<file path="src/rtl/ysyx_23060171_arb_pkg.sv">
// Shared types for the IFU/LSU data-memory arbiter.
package ysyx_23060171_arb_pkg;

  typedef enum logic [1:0] {
    IDLE  = 2'd0,
    REQ   = 2'd1,
    WAIT  = 2'd2,
    DRAIN = 2'd3
  } arb_state_t;

  typedef enum logic {
    IFU = 1'b0,
    LSU = 1'b1
  } arb_owner_t;

endpackage

</file>
<file path="src/rtl/ysyx_23060171_mem_arbiter.sv">
// Round-robin arbiter sharing one data-memory port between IFU and LSU,
// with a response watchdog that returns an error instead of hanging.
module ysyx_23060171_mem_arbiter
  import ysyx_23060171_arb_pkg::*;
#(
  parameter int TIMEOUT_CYCLES = 255
) (
  input  logic        clk,
  input  logic        rst,
  input  logic        ifu_req_valid,
  output logic        ifu_req_ready,
  input  logic [31:0] ifu_addr,
  output logic        ifu_rsp_valid,
  output logic        ifu_rsp_err,
  output logic [31:0] ifu_rdata,
  input  logic        lsu_req_valid,
  output logic        lsu_req_ready,
  input  logic [31:0] lsu_addr,
  input  logic        lsu_wen,
  input  logic [31:0] lsu_wdata,
  input  logic [7:0]  lsu_wmask,
  output logic        lsu_rsp_valid,
  output logic        lsu_rsp_err,
  output logic [31:0] lsu_rdata,
  output logic        mem_req_valid,
  input  logic        mem_req_ready,
  output logic [31:0] mem_addr,
  output logic        mem_wen,
  output logic [31:0] mem_wdata,
  output logic [7:0]  mem_wmask,
  input  logic        mem_rsp_valid,
  input  logic [31:0] mem_rdata
);

  localparam int CNT_W = (TIMEOUT_CYCLES > 0) ? $clog2(TIMEOUT_CYCLES + 1) : 1;
  localparam logic [CNT_W-1:0] CNT_LAST =
    CNT_W'((TIMEOUT_CYCLES > 0) ? TIMEOUT_CYCLES - 1 : 0);
  localparam logic [CNT_W-1:0] CNT_MAX = '1;

  arb_state_t       r_state;
  arb_owner_t       r_owner;
  arb_owner_t       r_last;
  logic [CNT_W-1:0] r_cnt;
  logic [31:0]      r_addr;
  logic             r_wen;
  logic [31:0]      r_wdata;
  logic [7:0]       r_wmask;

  logic w_idle, w_grant_ifu, w_grant_lsu;
  logic w_rsp_ok, w_timeout, w_rsp_fire;

  // On conflict the master that did not win last time is granted.
  assign w_idle      = (r_state == IDLE);
  assign w_grant_lsu = w_idle && lsu_req_valid && (!ifu_req_valid || r_last == IFU);
  assign w_grant_ifu = w_idle && ifu_req_valid && !w_grant_lsu;

  assign ifu_req_ready = w_grant_ifu;
  assign lsu_req_ready = w_grant_lsu;

  assign w_rsp_ok   = (r_state == WAIT) && mem_rsp_valid;
  assign w_timeout  = (TIMEOUT_CYCLES != 0) && (r_state == WAIT) && !mem_rsp_valid
                      && (r_cnt == CNT_LAST);
  assign w_rsp_fire = w_rsp_ok || w_timeout;

  assign ifu_rsp_valid = w_rsp_fire && (r_owner == IFU);
  assign ifu_rsp_err   = w_timeout && (r_owner == IFU);
  assign ifu_rdata     = (w_rsp_ok && r_owner == IFU) ? mem_rdata : '0;
  assign lsu_rsp_valid = w_rsp_fire && (r_owner == LSU);
  assign lsu_rsp_err   = w_timeout && (r_owner == LSU);
  assign lsu_rdata     = (w_rsp_ok && r_owner == LSU) ? mem_rdata : '0;

  assign mem_req_valid = (r_state == REQ);
  assign mem_addr      = r_addr;
  assign mem_wen       = r_wen;
  assign mem_wdata     = r_wdata;
  assign mem_wmask     = r_wmask;

  always_ff @(posedge clk) begin
    if (rst) begin
      r_state <= IDLE;
      r_owner <= IFU;
      r_last  <= IFU;
      r_cnt   <= '0;
      r_addr  <= '0;
      r_wen   <= 1'b0;
      r_wdata <= '0;
      r_wmask <= '0;
    end else begin
      case (r_state)
        IDLE: begin
          if (w_grant_lsu) begin
            r_owner <= LSU;
            r_last  <= LSU;
            r_addr  <= lsu_addr;
            r_wen   <= lsu_wen;
            r_wdata <= lsu_wdata;
            r_wmask <= lsu_wmask;
            r_state <= REQ;
          end else if (w_grant_ifu) begin
            r_owner <= IFU;
            r_last  <= IFU;
            r_addr  <= ifu_addr;
            r_wen   <= 1'b0;
            r_wdata <= '0;
            r_wmask <= '0;
            r_state <= REQ;
          end
        end
        REQ: begin
          if (mem_req_ready) begin
            r_state <= WAIT;
            r_cnt   <= '0;
          end
        end
        WAIT: begin
          if (mem_rsp_valid) begin
            r_state <= IDLE;
          end else if (w_timeout) begin
            r_state <= DRAIN;
          end else if (r_cnt != CNT_MAX) begin
            r_cnt <= r_cnt + 1'b1;
          end
        end
        DRAIN: begin
          // The late response belonging to the timed-out request is swallowed.
          if (mem_rsp_valid) r_state <= IDLE;
        end
        default: r_state <= IDLE;
      endcase
    end
  end

endmodule
</file>
<file path="config.mk">
export PLATFORM = sky130hd
export DESIGN_NAME = ysyx_23060171_mem_arbiter
export DESIGN_NICKNAME = d
export VERILOG_FILES = /design/src/rtl/ysyx_23060171_arb_pkg.sv /design/src/rtl/ysyx_23060171_mem_arbiter.sv
export SDC_FILE = /design/constraint.sdc
export NUM_CORES = 1
export LEC_CHECK = 0
export CAP_MARGIN = 30
export CELL_PAD_IN_SITES_DETAIL_PLACEMENT = 2
export CELL_PAD_IN_SITES_GLOBAL_PLACEMENT = 2
export CORE_AREA = 2 2 114 116
export CTS_CLUSTER_DIAMETER = 200
export DETAILED_ROUTE_END_ITERATION = 8
export DIE_AREA = 0 0 116 118
export DONT_BUFFER_PORTS = 1
export PLACE_DENSITY = 0.82
export SLEW_MARGIN = 20
export SYNTH_ARGS = -nofsm -noshare
export SYNTH_HDL_FRONTEND = slang
export SYNTH_SLANG_ARGS = --single-unit
export TNS_END_PERCENT = 50
</file>
<file path="constraint.sdc">
create_clock -name clk -period 1.66 [get_ports clk]
set_input_delay 0.332 -clock clk [delete_from_list [all_inputs] [get_ports clk]]
set_output_delay 0.332 -clock clk [all_outputs]
set_load 0.05 [all_outputs]
</file>
==> reports/metrics.yaml <==
run_status:
  outcome: "complete, but fails checks"
  violations: "setup timing"
yosys:
  seq_area_frac_synth_pct: 43.06
  syn_nets: 616
  synth_top_cell_area_share_pct: 43.06
  synth.most_common_cell: "dfxtp_1"
  synth.distinct_cells: 43
  syn_avg_cell_area_um2: 8.291
  synth_commonest_cells: "84 x dfxtp_1, 81 x nor2_1, 73 x nand2_1"
  netlist_instances: 471
  synth_area_um2: 3905
  synth_area_leaders: "dfxtp_1 43%, and2_1 10%, a22oi_1 7.9%"
  postSynth.asyncResetShare_pct: 0
  yosys.area.top_type: "dfxtp_1"
  synth_ff_type: "dfxtp_1"
  yosysWarningCount: 0
  synth_edf_count: 0
  synth-seq-cells: 84
placed_design:
  placed_area_um2: 4771
  dpl.hpwl_um: 11230
  port_buffers: 0
  routabilityCongestion: 0.7869
floorplan:
  pin_count: 287
  die_area_um2: 13690
  rows: 41
  core_um2: 12410
  die_h_um: 118
  die-width_um: 116
  start_util_pct: 31.46
cts:
  cts_tree: "yes"
  cts_max_path_buffers: 2
  cts_sinks: 84
  clk_pin_slew_worst_paths_ps: 60
  ctsHoldBuffers: 0
  worstSkewPairLatency_ps: 330
  cts_root_buffer: "clkbuf_16"
  htree_levels: 3
  cts_buffers: 9
sta:
  fin_ws_ps: -373.2
  fmax_mhz: 491.8
  rsz0062_at_grt: "yes"
  relSlewSlack_pct: 61.97
  hold_viol: 0
  finalClockSkew_ps: 12.45
  tightestPinTransition_ps: 569.7
  min_period_ps: 2033
  fin_crit_sh_pct: 122.5
  setup_viol: 92
  slew_viol_final: 0
route:
  vias: 3880
  wl_um: 16870
  avgViaCountPerCell: 5.527
  drc: 0
  ant_nets: 0
  first_iter_violations: 170
  first_pass_iters: 4
  wire_per_inst_um: 24.03
critical_path:
  crit_path_cell_trace: "nand2b_4 > nor3b_4 > buf_4 > buf_6 > and2_4 > buf_12"
  slowest_stage: "dfxtp_4"
  max_stage_delay_ps: 370
  worst-path-buf-inv: 3
  cp_max_fo: 8
  setup.worst_path.start_class: "register"
  cp.required_ps: 1330
  arrival_ps: 1700
  path_delay_family: "simple AND/OR/NAND/NOR gates"
  r2r_slack_ps: -80
  endpoint_kind: "output pin"
  worst-setup-path-type: "register to output pin"
global_route:
  overflow: 0
  antenna_found_initial: 0
  grt_pass1_wl_um: 22980
  grt_max_degree: 83
  grt_pass1_vias: 4267
  grt_usage_pct: 21.49
pwr:
  vdd_drop_max_mv: 0.5404
  power_density_nw_per_um2: 1062
  leakagePower_nw: 2.207
layout:
  fin_util_pct: 45.06
  syn2layout_area_growth_pct: 43.26
  drive_gt1_share_pct: 39.43
  final_nets: 670
  diodes: 0
  stdcell_area_um2: 5594
job:
  maxCapViolCount: 0
min_path:
  hp-class: "primary input to register"
[cell usage in the layout (no fill, tap or decap), types with 15 or more instances in the layout]
cell type,Yosys,layout
a22oi_1,41,41
a311oi_1,22,17
a311oi_2,10,15
and2_4,0,64
buf_12,0,26
buf_4,2,39
dfxtp_1,84,77
nand2_1,73,70
nor2_1,81,77
[worst register-to-register path: cells and delay by family, from the launching register on]
family	cells	cell delay [ps]
and+or+nand+nor	3	640
DFF	1	370
buffers and inverters	3	360
AOI/OAI and AO/OA	1	270
[path summary, 6_finish.rpt]
kind              start             to  cells after the start
max          r_state[0]  ifu_rdata[22]                      6
min reg2reg    r_cnt[6]       r_cnt[6]                      1
min                 rst       r_cnt[7]                      1
max reg2reg  r_state[0]       r_cnt[0]                      7
[power breakdown]
part	internal, mW	switching, mW	total [mW]	leakage [nW]
combinational	0.502	0.784	1.29	1.37
clock	1.07	0.837	1.90	0.143
sequential	2.19	0.560	2.75	0.694
[metrics by stage]
stage               std cells  setup WS [ps]  hold WS, ps  setup TNS [ps]  total power [mW]
global route              702         -407.0        45.32          -25550             6.206
floorplan                 471         -137.5        447.3           -1625             3.590
finish                    702         -373.2        70.95          -20280             5.942
CTS                       687         -310.7        48.15          -19090             5.903
detailed placement        664         -80.99        405.6          -957.7             3.923
global placement          664          37.03        401.4               0             3.852
[cell families after synthesis]
group	Yosys count	share of synthesized area, %
buffers and inverters	43	5.350
AO/OA/AOI/OAI	98	20.89
adder cells (fa/ha/maj)	2	0.6407
flip-flops	84	43.06
AND/OR/NAND/NOR	244	30.05
[flip-flops by register name, summed over array words and instances (netlist names)]
name	count
mem_wen	1
r_cnt	8
mem_addr	32
mem_wdata	32
mem_wmask	8
r_state	2
r_last	1
[cell type report]
class	instances	area [um2]
clock buffers	10	239.0
clock inverters	6	45.04
fillers	1349	6820
inverters	5	23.77
multi-input cells	344	2325
flip-flops and latches	84	1695
well taps	172	215.2
repair buffers	81	1051
[routing by layer]
metal / global-route usage [%] / part of all wire (%)
met4: 8.408 / 3.4
met2: 43.09 / 56
met3: 6.643 / 7.9
met5: 0 / 0
met1: 19.18 / 33
[repair_timing]
action,4_1_cts,5_1_grt
setup buffers,5,11
pin swaps,34,56
setup endpoints to repair,79,102
resized for setup,65,52
gates cloned,2,5
Power figures use the tool's default switching activity.
